--- src/rtl/fetch_stall_receiver_if.sv ---
// Stall-control, fetch and pipeline-register signals between the hazard unit,
// instruction memory and the fetch/IF-ID/ID-EX register block.
interface fetch_stall_receiver_if #(
  parameter int CTRL_W = 9
);
  logic              pc_write;
  logic              if_id_write;
  logic              control_sel;
  logic              branch_taken;
  logic [31:0]       branch_target;
  logic [31:0]       instr_in;
  logic [CTRL_W-1:0] ctrl_in;
  logic [31:0]       pc_out;
  logic [31:0]       if_id_pc;
  logic [31:0]       if_id_instr;
  logic              if_id_valid;
  logic [CTRL_W-1:0] id_ex_ctrl;
  logic              id_ex_valid;
  logic [15:0]       stall_count;
  logic              protocol_err;

  modport master (
    output pc_write, if_id_write, control_sel, branch_taken, branch_target,
           instr_in, ctrl_in,
    input  pc_out, if_id_pc, if_id_instr, if_id_valid, id_ex_ctrl,
           id_ex_valid, stall_count, protocol_err
  );

  modport slave (
    input  pc_write, if_id_write, control_sel, branch_taken, branch_target,
           instr_in, ctrl_in,
    output pc_out, if_id_pc, if_id_instr, if_id_valid, id_ex_ctrl,
           id_ex_valid, stall_count, protocol_err
  );
endinterface

--- src/rtl/fetch_stall_receiver.sv ---
// PC, IF/ID and ID/EX control registers driven by hazard stall controls, with
// branch redirect/flush, a saturating stall counter and a sticky incoherence flag.
module fetch_stall_receiver #(
  parameter logic [31:0] RESET_PC  = 32'h0000_0000,
  parameter logic [31:0] NOP_INSTR = 32'h0000_0013,
  parameter int          CTRL_W    = 9
) (
  input  logic clk,
  input  logic rst,
  fetch_stall_receiver_if.slave bus
);

  function automatic logic [15:0] sat_inc16(input logic [15:0] v);
    return (v == 16'hFFFF) ? v : v + 16'd1;
  endfunction

  logic [31:0]       pc_q, pc_d;
  logic [31:0]       if_id_pc_q, if_id_pc_d;
  logic [31:0]       if_id_instr_q, if_id_instr_d;
  logic              if_id_valid_q, if_id_valid_d;
  logic [CTRL_W-1:0] id_ex_ctrl_q, id_ex_ctrl_d;
  logic              id_ex_valid_q, id_ex_valid_d;
  logic [15:0]       stall_count_q, stall_count_d;
  logic              protocol_err_q, protocol_err_d;
  logic              incoherent;

  // Each control steers its own register independently; a branch overrides all.
  always_comb begin
    pc_d           = pc_q;
    if_id_pc_d     = if_id_pc_q;
    if_id_instr_d  = if_id_instr_q;
    if_id_valid_d  = if_id_valid_q;
    id_ex_ctrl_d   = '0;
    id_ex_valid_d  = 1'b0;
    stall_count_d  = stall_count_q;
    incoherent     = !bus.branch_taken &&
                     !((bus.pc_write == bus.if_id_write) &&
                       (bus.if_id_write == bus.control_sel));
    protocol_err_d = protocol_err_q | incoherent;

    if (bus.branch_taken) begin
      pc_d          = bus.branch_target & 32'hFFFF_FFFC;
      if_id_pc_d    = 32'h0;
      if_id_instr_d = NOP_INSTR;
      if_id_valid_d = 1'b0;
    end else begin
      if (bus.pc_write) begin
        pc_d = pc_q + 32'd4;
      end else begin
        stall_count_d = sat_inc16(stall_count_q);
      end
      if (bus.if_id_write) begin
        if_id_pc_d    = pc_q;
        if_id_instr_d = bus.instr_in;
        if_id_valid_d = 1'b1;
      end
      if (bus.control_sel) begin
        id_ex_ctrl_d  = bus.ctrl_in;
        id_ex_valid_d = if_id_valid_q;
      end
    end
  end

  always_ff @(posedge clk) begin
    if (rst) begin
      pc_q           <= RESET_PC;
      if_id_pc_q     <= 32'h0;
      if_id_instr_q  <= NOP_INSTR;
      if_id_valid_q  <= 1'b0;
      id_ex_ctrl_q   <= '0;
      id_ex_valid_q  <= 1'b0;
      stall_count_q  <= 16'h0;
      protocol_err_q <= 1'b0;
    end else begin
      pc_q           <= pc_d;
      if_id_pc_q     <= if_id_pc_d;
      if_id_instr_q  <= if_id_instr_d;
      if_id_valid_q  <= if_id_valid_d;
      id_ex_ctrl_q   <= id_ex_ctrl_d;
      id_ex_valid_q  <= id_ex_valid_d;
      stall_count_q  <= stall_count_d;
      protocol_err_q <= protocol_err_d;
    end
  end

  assign bus.pc_out       = pc_q;
  assign bus.if_id_pc     = if_id_pc_q;
  assign bus.if_id_instr  = if_id_instr_q;
  assign bus.if_id_valid  = if_id_valid_q;
  assign bus.id_ex_ctrl   = id_ex_ctrl_q;
  assign bus.id_ex_valid  = id_ex_valid_q;
  assign bus.stall_count  = stall_count_q;
  assign bus.protocol_err = protocol_err_q;

endmodule

--- src/flat_wrapper.sv ---
// flat-port wrapper written by rule: the top's interface ports become plain ports
module fetch_stall_receiver_flat 
#(
  parameter logic [31:0] RESET_PC  = 32'h0000_0000,
  parameter logic [31:0] NOP_INSTR = 32'h0000_0013,
  parameter int          CTRL_W    = 9
)
  (clk, rst, bus_pc_write, bus_if_id_write, bus_control_sel, bus_branch_taken, bus_branch_target, bus_instr_in, bus_ctrl_in, bus_pc_out, bus_if_id_pc, bus_if_id_instr, bus_if_id_valid, bus_id_ex_ctrl, bus_id_ex_valid, bus_stall_count, bus_protocol_err);
  fetch_stall_receiver_if #(.CTRL_W(CTRL_W)) bus_i ();
  input  logic clk;
  input  logic rst;
  input wire logic [$bits(bus_i.pc_write)-1:0] bus_pc_write;
  input wire logic [$bits(bus_i.if_id_write)-1:0] bus_if_id_write;
  input wire logic [$bits(bus_i.control_sel)-1:0] bus_control_sel;
  input wire logic [$bits(bus_i.branch_taken)-1:0] bus_branch_taken;
  input wire logic [$bits(bus_i.branch_target)-1:0] bus_branch_target;
  input wire logic [$bits(bus_i.instr_in)-1:0] bus_instr_in;
  input wire logic [$bits(bus_i.ctrl_in)-1:0] bus_ctrl_in;
  output wire logic [$bits(bus_i.pc_out)-1:0] bus_pc_out;
  output wire logic [$bits(bus_i.if_id_pc)-1:0] bus_if_id_pc;
  output wire logic [$bits(bus_i.if_id_instr)-1:0] bus_if_id_instr;
  output wire logic [$bits(bus_i.if_id_valid)-1:0] bus_if_id_valid;
  output wire logic [$bits(bus_i.id_ex_ctrl)-1:0] bus_id_ex_ctrl;
  output wire logic [$bits(bus_i.id_ex_valid)-1:0] bus_id_ex_valid;
  output wire logic [$bits(bus_i.stall_count)-1:0] bus_stall_count;
  output wire logic [$bits(bus_i.protocol_err)-1:0] bus_protocol_err;
  assign bus_i.pc_write = bus_pc_write;
  assign bus_i.if_id_write = bus_if_id_write;
  assign bus_i.control_sel = bus_control_sel;
  assign bus_i.branch_taken = bus_branch_taken;
  assign bus_i.branch_target = bus_branch_target;
  assign bus_i.instr_in = bus_instr_in;
  assign bus_i.ctrl_in = bus_ctrl_in;
  assign bus_pc_out = bus_i.pc_out;
  assign bus_if_id_pc = bus_i.if_id_pc;
  assign bus_if_id_instr = bus_i.if_id_instr;
  assign bus_if_id_valid = bus_i.if_id_valid;
  assign bus_id_ex_ctrl = bus_i.id_ex_ctrl;
  assign bus_id_ex_valid = bus_i.id_ex_valid;
  assign bus_stall_count = bus_i.stall_count;
  assign bus_protocol_err = bus_i.protocol_err;
  fetch_stall_receiver #(.RESET_PC(RESET_PC), .NOP_INSTR(NOP_INSTR), .CTRL_W(CTRL_W)) u_core (.clk(clk), .rst(rst), .bus(bus_i));
endmodule
--- config.mk ---
export PLATFORM = sky130hd
export DESIGN_NAME = fetch_stall_receiver_flat
export DESIGN_NICKNAME = d
export VERILOG_FILES = /design/src/rtl/fetch_stall_receiver_if.sv /design/src/rtl/fetch_stall_receiver.sv /design/src/flat_wrapper.sv
export SDC_FILE = /design/constraint.sdc
export NUM_CORES = 1
export LEC_CHECK = 0
export CELL_PAD_IN_SITES_DETAIL_PLACEMENT = 1
export CELL_PAD_IN_SITES_GLOBAL_PLACEMENT = 2
export CORE_MARGIN = 2
export CORE_UTILIZATION = 27
export DETAILED_ROUTE_END_ITERATION = 7
export PLACE_DENSITY_LB_ADDON = 0.15
export SLEW_MARGIN = 20
export SYNTH_ARGS = -nofsm -noshare
export SYNTH_HDL_FRONTEND = slang
export SYNTH_SLANG_ARGS = --single-unit
--- constraint.sdc ---
create_clock -name clk -period 4 [get_ports clk]
set_input_delay 0.8 -clock clk [delete_from_list [all_inputs] [get_ports clk]]
set_output_delay 0.8 -clock clk [all_outputs]
set_load 0.02 [all_outputs]
# [Yosys cells after proc, flatten, opt, wreduce, memory -nomap -nowiden]
# Index checks and enable logic that the tools add are counted.
[totals] reg_bits=124 in_bits=79 out_inout_bits=124 wordCells=29
[op_classes] n_addsub=2 eq_ne=3 n_mux=2 bitwise_logic=5 n_reduce_logical=8
[ops] op="$mux 32" n=2
[ops] op="$add 32x3->32 const B" n=1
[ops] op="$add 16x1->16 const B" n=1
[ops] op="$eq 16x16->1 const B" n=1
[ops] op="$not 1->1" n=4
[ops] op="$reduce_and 3->1" n=1
[ops] op="$reduce_or 3->1" n=1
[ops] op="$eq 1x1->1" n=2
[ops] op="$logic_and 1x1->1" n=2
[ops] op="$logic_not 1->1" n=2
[ops] op="$reduce_bool 2->1" n=1
[ops] op="$reduce_or 2->1" n=1
[ops] op="$or 1x1->1" n=1

# [Logic depth before layout (Yosys ltp)]
# Gate-level depths: netlist (run 1).
[logic_depth] word_depth=5 mapped_depth=6 ltp_nobuf=5

# [Worst setup path after synthesis (run 1)]
# No wires, ideal clock.
[synth_path] path_type="reg-to-reg" startpoint="register u_core.pc_q[10] (netlist: u_core.bus.pc_out[10])" endpoint="register u_core.pc_q[29] (netlist: u_core.bus.pc_out[29])" arrival_ps=2097 required_time_ps=3909 path_slack_ps=1812 stages_incl_launch_ff=6 cell_sequence="dfxtp_1 -> nand4_2 -> or4_1 -> buf_2 -> or4_1 -> a311oi_1"
[synth_between] elab_chain_cells=3
[synth_rtl] element="from (decl)" line="fetch_stall_receiver.sv:17" rtl="logic [31:0] pc_q, pc_d;"
[synth_rtl] element="from (signal assigned)" line="fetch_stall_receiver.sv:75" rtl="pc_q <= pc_d;"
[synth_rtl] element="$add 32x3->32" line="fetch_stall_receiver.sv:48" rtl="pc_d = pc_q + 32'd4;"
[synth_rtl] element="$mux 32" line="fetch_stall_receiver.sv:47" rtl="if (bus.pc_write) begin"
[synth_rtl] element="$mux 32" line="fetch_stall_receiver.sv:41" rtl="if (bus.branch_taken) begin"
# No other way between the ends. The select of a mux whose other input is x is not followed.
# A chain may end at the register's enable or synchronous reset.

# [Final worst setup path (run 1)]
[layout_path] startpoint="input bus_pc_write" endpoint="register u_core.pc_q[30] (netlist: u_core.bus.pc_out[30])"
[layout_between] elab_chain_cells=1
[layout_rtl] element="from (decl)" line="flat_wrapper.sv:12" rtl="input wire logic [$bits(bus_i.pc_write)-1:0] bus_pc_write;"
[layout_rtl] element="$reduce_bool 2->1 (no source line)"
# No other way between the ends.

==> results of run 1 <==
cell usage after synthesis, types with 9 or more instances:
master      n
nand3_1    14
a21oi_1    17
nand2_1    23
nor2_1     94
nand4_1    14
o31ai_1     9
and3_1     18
inv_1      15
mux2i_1    64
dfxtp_1   120
or4_1      10
clkbuf_1   26
a211oi_1   12
final cells by class:
class	count	area [µm²]
clock inverters	13	201
well taps	234	293
clock buffers	19	443
multi-input cells	377	2460
flip-flops and latches	120	2400
inverters	15	56.3
repair buffers	205	2030
fillers	2104	10700
kinds of logic (layout without fill, tap and decap cells):
| kind of cell | Yosys count | in the layout |
|---|---|---|
| and+or+nand+nor | 216 | 216 |
| DFF | 120 | 120 |
| AOI/OAI and AO/OA | 74 | 74 |
| xor gates and xnor gates | 13 | 13 |
| adders and majority gates | 2 | 2 |
| muxes | 68 | 68 |
| buffers and inverters | 55 | 252 |
| other | 1 | 4 |
cells in the final DEF, fill, tap and decap left out, types with 7 or more instances in the layout:
master	netlist	layout
clkdlybuf4s50_1	0	194
a21oi_1	17	17
buf_4	4	9
clkbuf_16	0	17
xor2_1	7	7
o21ai_0	7	7
nor3_1	7	7
a211oi_1	12	12
nand4_1	14	14
nand2_1	23	23
dfxtp_1	120	120
a2111oi_0	7	7
nor4_1	8	8
o31ai_1	9	9
nand3_1	14	14
inv_1	15	15
mux2i_1	64	64
and3_1	18	18
nor2_1	94	94
or4_1	10	10
worst paths after layout:
path                        startpoint                         to  slack (ns)  cells after the start
max                       bus_pc_write      u_core.bus.pc_out[30]        1.33                      6
min          u_core.bus.if_id_instr[1]  u_core.bus.if_id_instr[1]        0.48                      2
max reg2reg       u_core.bus.pc_out[9]      u_core.bus.pc_out[29]        1.58                      4
min reg2reg  u_core.bus.if_id_instr[1]  u_core.bus.if_id_instr[1]        0.48                      2
per-layer routing:
layer  GRT usage  vias to the layer above
li1            -                     2349
met1       0.202                     2282
met2       0.277                      134
met3      0.0730                       14
met4      0.0537                        0
met5           0                        -
stage by stage:
step | instances | util | worst slack (ns)
3_3_place_gp | 951 | 0.390 | 0.944
4_1_cts | 983 | 0.425 | 1.36
6_report | 983 | 0.425 | 1.33
5_1_grt | 983 | 0.425 | 1.13
3_5_place_dp | 951 | 0.390 | 0.867
2_1_floorplan | 552 | - | 1.81
registers in the layout (all words and copies together) (netlist names):
signal / count
u_core.bus.id_ex_ctrl: 9
u_core.bus.pc_out: 30
u_core.bus.if_id_valid: 1
u_core.bus.id_ex_valid: 1
u_core.bus.if_id_instr: 32
u_core.bus.if_id_pc: 30
u_core.bus.stall_count: 16
u_core.bus.protocol_err: 1
critical path, cell delays in order:
cell and delay [ns]:
clkdlybuf4s50_1 0.75, and3_1 0.22, buf_4 0.17, nand4_1 0.22, or4_1 0.56, a311oi_1 0.25
power groups by stage:
stage / clock network [mW] / registers (mW) / logic [mW]
2_1_floorplan: 0 / 1.35 / 0.137
3_3_place_gp: 0 / 1.31 / 0.371
5_1_grt: 1.79 / 1.30 / 0.403
4_1_cts: 1.72 / 1.29 / 0.379
6_report: 1.68 / 1.29 / 0.373
3_5_place_dp: 0 / 1.32 / 0.377
==> results.txt, run 1 <==
- Buffer levels on the longest clock path: 2
- Post-route ant nets: 0
- Netlist cell types: 47
* Initial cell density of the core: 0.273
- Transition time at the pin with the least slew margin: 0.900 ns
* Placed Instance Area: 7240 µm²
- Sequential share of power: 0.385
- Counting every instance in the synthesized netlist gives 549.
* Maximum clock rate: 375 MHz
- After detailed routing, no signal wire sits above met4.
- The analysis attributes to net switching a power of 0.794 mW.
* Final worst hold slack: 0.480 ns
* Critical path start-end classification: primary input to flop
- Element type at the critical path end: flop
* Cell type with the largest total area after synthesis: dfxtp_1
* DR iter-0 viols: 202
* MaxCap Viol Count: 0
* Post-synthesis xor/xnor area fraction: 0.0224
- Critical Path Source Type: primary input
- Crit path time final: 2.67 ns
- The total area inside the core boundary comes to 18600 µm².
- Power spread over the standard cell area amounts to 424 nW/µm².
* Area fraction in compound gates after synthesis: 0.106
* Seq/Total Area, Yosys: 0.473
- After global routing the overflow that remains totals 0.
- Internal power comes to 2.55 mW.
* Hold violation count in the final report: 0
- Of the post-synthesis cell area, the part taken by muxes is 0.135.
- The initial antenna violation count came to 0.
* Average size of a mapped cell: 9.24 µm²
- Of the available clock period, the critical path in the final layout requires 0.667.
- Setup repair after global routing missed its margin: no
- In this run the worst path has a maximum fanout of 13.
- Flops & latches, synth: 120
- Of the total synthesized cell area, the portion taken by full adders, half adders and majority gates is 0.00493.
- Adding up every negative setup slack in the final design gives 0 ns.
* Area added between synthesis and finish: 55.5%
- Fraction of registers with async set or reset after synthesis: 0
* PnR Total Power: 3.35 mW
- Clock-pin slew reported for the worst setup and hold paths after clock tree synthesis: 0.06 ns
* Share of post-route cells with drive strength above 1: 0.0668
- CTS Buf Count: 17
- Clock sinks: 120
* Met2 wire length: 8.01 mm
- In this run the number of H-tree levels came out at 4.
- TritonCTS clock tree: yes
- The share of synthesized area in the top cell type comes to 0.473.
- In the synthesized netlist the dominant register cell turns out to be dfxtp_1.
- Clock insertion delay at the later pin of the skew report: 0.41 ns
- After detailed routing, the total wire length is 16.7 mm.
- The detailed router placed 4779 vias in this run.
- Remaining DRCs: 0
* Buffers added on ports: 196
- The worst pin sits at a relative slew slack of 0.400.
* Power share of the clock group: 0.503
- The flow ran to the end, and the final reports show no timing, DRC or antenna violations.
* Number of vias per cell: 4.86
- Number of I/O pins: 203
* NumNets Final: 817
* 1st-pass router iterations: 4
- Of the total synthesized cell area, the portion taken by AND, OR, NAND and NOR gates is 0.213.
- Routability-driven placement finished with a final weighted congestion of 0.728.
* Cell area after synthesis: 5070 µm²
- Max-slew violation count: 0
* Combinational fraction of design power: 0.111
* Setup skew after layout: 0.00681 ns
- The synthesized design contains 0 enable-type register cells.
- Entering global routing, the biggest net connects 51 pins.
- In this run the worst hold path is classified as flop to flop.
* Die H: 141 µm
* Sw frac: 0.237
- Area of all placed cells without fillers: 7890 µm²
- The number of global-route vias before repair was 4900.
- The detailed router put a total of 7.16 mm of wire on met1.
- Cell types with the largest area share after synthesis: dfxtp_1, mux2i_1, nor2_1
* Number of diodes added for antenna fixing: 0
- By area, the combinational part of the netlist is dominated by simple AND/OR/NAND/NOR gates.
- Full die area: 19900 µm²
- The tree is rooted in a clkbuf_16.
* First-pass GRT wire length: 26.6 mm
- Metal3 WL: 1.38 mm
- Horizontal die dimension: 141 µm
- Dividing the detail-routed wire length by the instance count gives 17.0 µm.
- Arrival time of data at the critical path endpoint: 2.99 ns
- The worst-case IR drop observed on VDD is 0.283 mV.
- Number of synthesis warnings: 0
* Required arrival time at the worst endpoint: 4.32 ns
- Summed over all cells, the static leakage comes to 2.99 nW.
- HPWL reported at the end of detailed placement: 11.8 mm
- Number of gates resized after cts: 0
* Number of buffers added to fix hold violations after cts: 0
- Setup violations remaining at the end of the flow were counted as 0.
* Setup bufs post-CTS: 0
* Cell Rows: 50
- Across every metal layer, demand over resource in global routing totals 0.170.
No activity file was read; power rests on OpenSTA's default activity.
==> run 2, diff against run 1 <==
CORE_UTILIZATION = 22   (was 27)
clock period = 2.35 ns   (was 4 ns; I/O delays follow)
==> run 2 against run 1 <==
Non-clock buffer count increased by 41. Routed wire length grew 9.4%. Via count up 5.0%. Final area grew 4.9%. Combinational power increased by 97%. Sequential share of layout area fell by 1.4 points. Clock skew fell by 0.00093 ns. Register-to-register slack worse by 1.4 ns. Power rose by 70%. Clock power grew 67%. Critical path type is now flop to flop. Critical endpoint is now u_core.bus.pc_out[23].
==> results.txt, run 2 (synthesis results as in run 1) <==
- Walking the worst path, the cells encountered are nand4_2 > or4_1 > buf_4 > o31a_1 > a221oi_1.
- 1st-pass router iterations: 4
* Run status: finished, final reports clean
* R2R Path Start: u_core.bus.pc_out[12]
- Critical Path Source Type: flop
* DR iter-0 viols: 94
- CP max FO: 7
- TritonCTS built the clock tree.
- Longest individual stage delay on the worst path: 0.65 ns
* Placed Instance Area: 7640 µm²
- Measured in cells, the most critical reg-to-reg path has a length of 5.
- Counting along the longest clock path gives a buffer depth of 2.
- At the end of routability-driven placement, the weighted congestion stood at 0.741.
- Largest net degree at the start of global routing: 61
* Share of the clock period used by the worst path after layout: 0.938
* Worst min-delay path class: flop to flop
- Final setup fails: 0
- After clock tree synthesis, the repair step resized 0 gates.
* Final worst hold slack: 0.475 ns
- Number of antenna violations at the first check in global routing: 1
- The library cells used most frequently in the layout, excluding fill and tap cells, are clkdlybuf4s50_1, dfxtp_1, nor2_1.
- Die H: 156 µm
- Depth of the CTS H-tree: 4
* # placed instances: 1043
* GRT Util Overall: 0.153
- The core region is 22600 µm².
- The initialized floorplan defines 55 standard-cell rows.
* Buffers added on ports: 196
- Share of post-route cells with drive strength above 1: 0.116
- Largest register FFs: 32
* Critical path start-end classification: flop to flop
- VDD sags by at most 0.396 mV.
- The hold violation count in the final report is 0.
- Worst setup slack after layout: 0.147 ns
* Clock-pin slew reported for the worst setup and hold paths after clock tree synthesis: 0.06 ns
- Static leakage power: 3.20 nW
- The path with the worst hold slack has its endpoint at u_core.bus.if_id_instr[1].
- Overall routed net length: 18.3 mm
* Arrival time of data at the critical path endpoint: 2.52 ns
- The first global-routing pass estimated 28.9 mm of wire.
- In the final layout, flip-flops and latches occupy 2400 µm².
- Leaving out fill and tap cells, the most frequent cell in the layout is clkdlybuf4s50_1.
- In this run, post-CTS hold repair placed 0 buffers.
* Number of I/O pins: 203
- Post-route ant nets: 0
* Area of all placed cells without fillers: 8270 µm²
- For flop-to-flop paths, the worst setup slack is 0.15 ns.
- NumNets Final: 858
- The die covers 24300 µm².
* MaxCap Viol Count: 0
* Setup skew after layout: 0.00588 ns
- Horizontal die dimension: 156 µm
- Counting every sink on the clock net gives 120.
- In the final routed layout, each cell accounts on average for 17.0 µm.
- Max-Slew Margin vs Limit: 0.573
- The tree is rooted in a clkbuf_16.
- Remaining DRCs: 0
- Setup bufs post-CTS: 0
* Initial cell density of the core: 0.224
- After legalization and detailed placement, the total HPWL measured 13.2 mm.
- Area added between synthesis and finish: 63.0%
- Number of global-route vias before repair: 5386
- Summing all multi-input logic gate instances after layout gives 2460 µm².
- Summed over all layers, the global routing overflow is 0.
- The worst hold path passes through 2 cells.
- Via Count: 5018
- Crit path time final: 2.20 ns
- After the flow finishes, the layout carries non-filler instances totaling 1076.
* Setup repair after global routing missed its margin: no
- Clock insertion delay at the later pin of the skew report: 0.42 ns
- The count of pins over their slew limit was 0.
- The layout has 2538 filler cells.
- The worst setup path is captured at a flop.
- At the worst endpoint, the required time is 2.67 ns.
- Ratio of total power to cell area: 689 nW/µm²
- After detailed routing, the number of vias per cell comes to 4.66.
- TritonCTS created 17 clock buffers.
- PnR Total Power: 5.70 mW
- For the pin with the worst max-slew slack, the measured transition is 0.635 ns.
- Timing would allow up to 454 MHz.
- Hold Crit Start: u_core.bus.if_id_instr[1]
* Critical R2R Capture: u_core.bus.pc_out[23]
- Post-place setup slack: -0.0172 ns
- Crit-path slowest cell: or4_1
## run 2: cell types whose count changed in the layout (fill, tap and decap cells not counted), moves of 2 or more
cell | previous run | this run
buf_12 | 1 | 3
buf_4 | 9 | 48
bufinv_16 | 5 | 3
clkinv_2 | 4 | 0
clkinv_4 | 1 | 4
inv_6 | 0 | 3
inv_8 | 0 | 2
## run 2: worst max-delay path by stage
| stage | from | to | depth (start not counted) |
|---|---|---|---|
| 4_1_cts | u_core.bus.pc_out[12] | u_core.bus.pc_out[29] | 4 |
| 6_report | u_core.bus.pc_out[12] | u_core.bus.pc_out[23] | 5 |
| 5_1_grt | u_core.bus.pc_out[12] | u_core.bus.pc_out[29] | 4 |
| 2_1_floorplan | u_core.bus.pc_out[10] | u_core.bus.pc_out[29] | 5 |
| 3_5_place_dp | bus_pc_write | u_core.bus.stall_count[5] | 7 |
| 3_3_place_gp | bus_pc_write | u_core.bus.stall_count[5] | 7 |
## run 2: area by class of cell
class,count,share of cell area
Inverter,15,0.00681
Clock buffer,18,0.0531
Sequential cell,120,0.290
Tap cell,285,0.0431
Timing Repair Buffer,246,0.286
Multi-Input combinational cell,377,0.297
Clock inverter,14,0.0228
Antenna cell,1,0.000303
## run 2: where the power goes
group,internal [mW],total [mW],switching (mW)
logic,0.379,0.734,0.354
clock network,1.73,2.80,1.08
registers,2.11,2.16,0.0539
total,4.21,5.70,1.48
## run 2: per-stage QoR
step,utilization,setup TNS [ns]
after global placement,0.337,0
after floorplan,-,0
final,0.365,0
after global routing,0.365,0
after detailed placement,0.337,-0.0249
after CTS,0.365,0
## run 2: worst max-delay path: cells and delay by family (launching register included)
family                 cells  cell delay (ns)
buffers and inverters      1             0.20
DFF                        1             0.45
AOI/OAI and AO/OA          2             0.57
and+or+nand+nor            2             0.88
## run 2: layer usage
layer  track usage  routed length, µm  vias to the layer above
met5             0                  0                        -
met4        0.0537                464                        0
met3        0.0733               1640                       33
met2         0.249               8350                      161
met1         0.175               7850                     2396
li1              -                  -                     2428
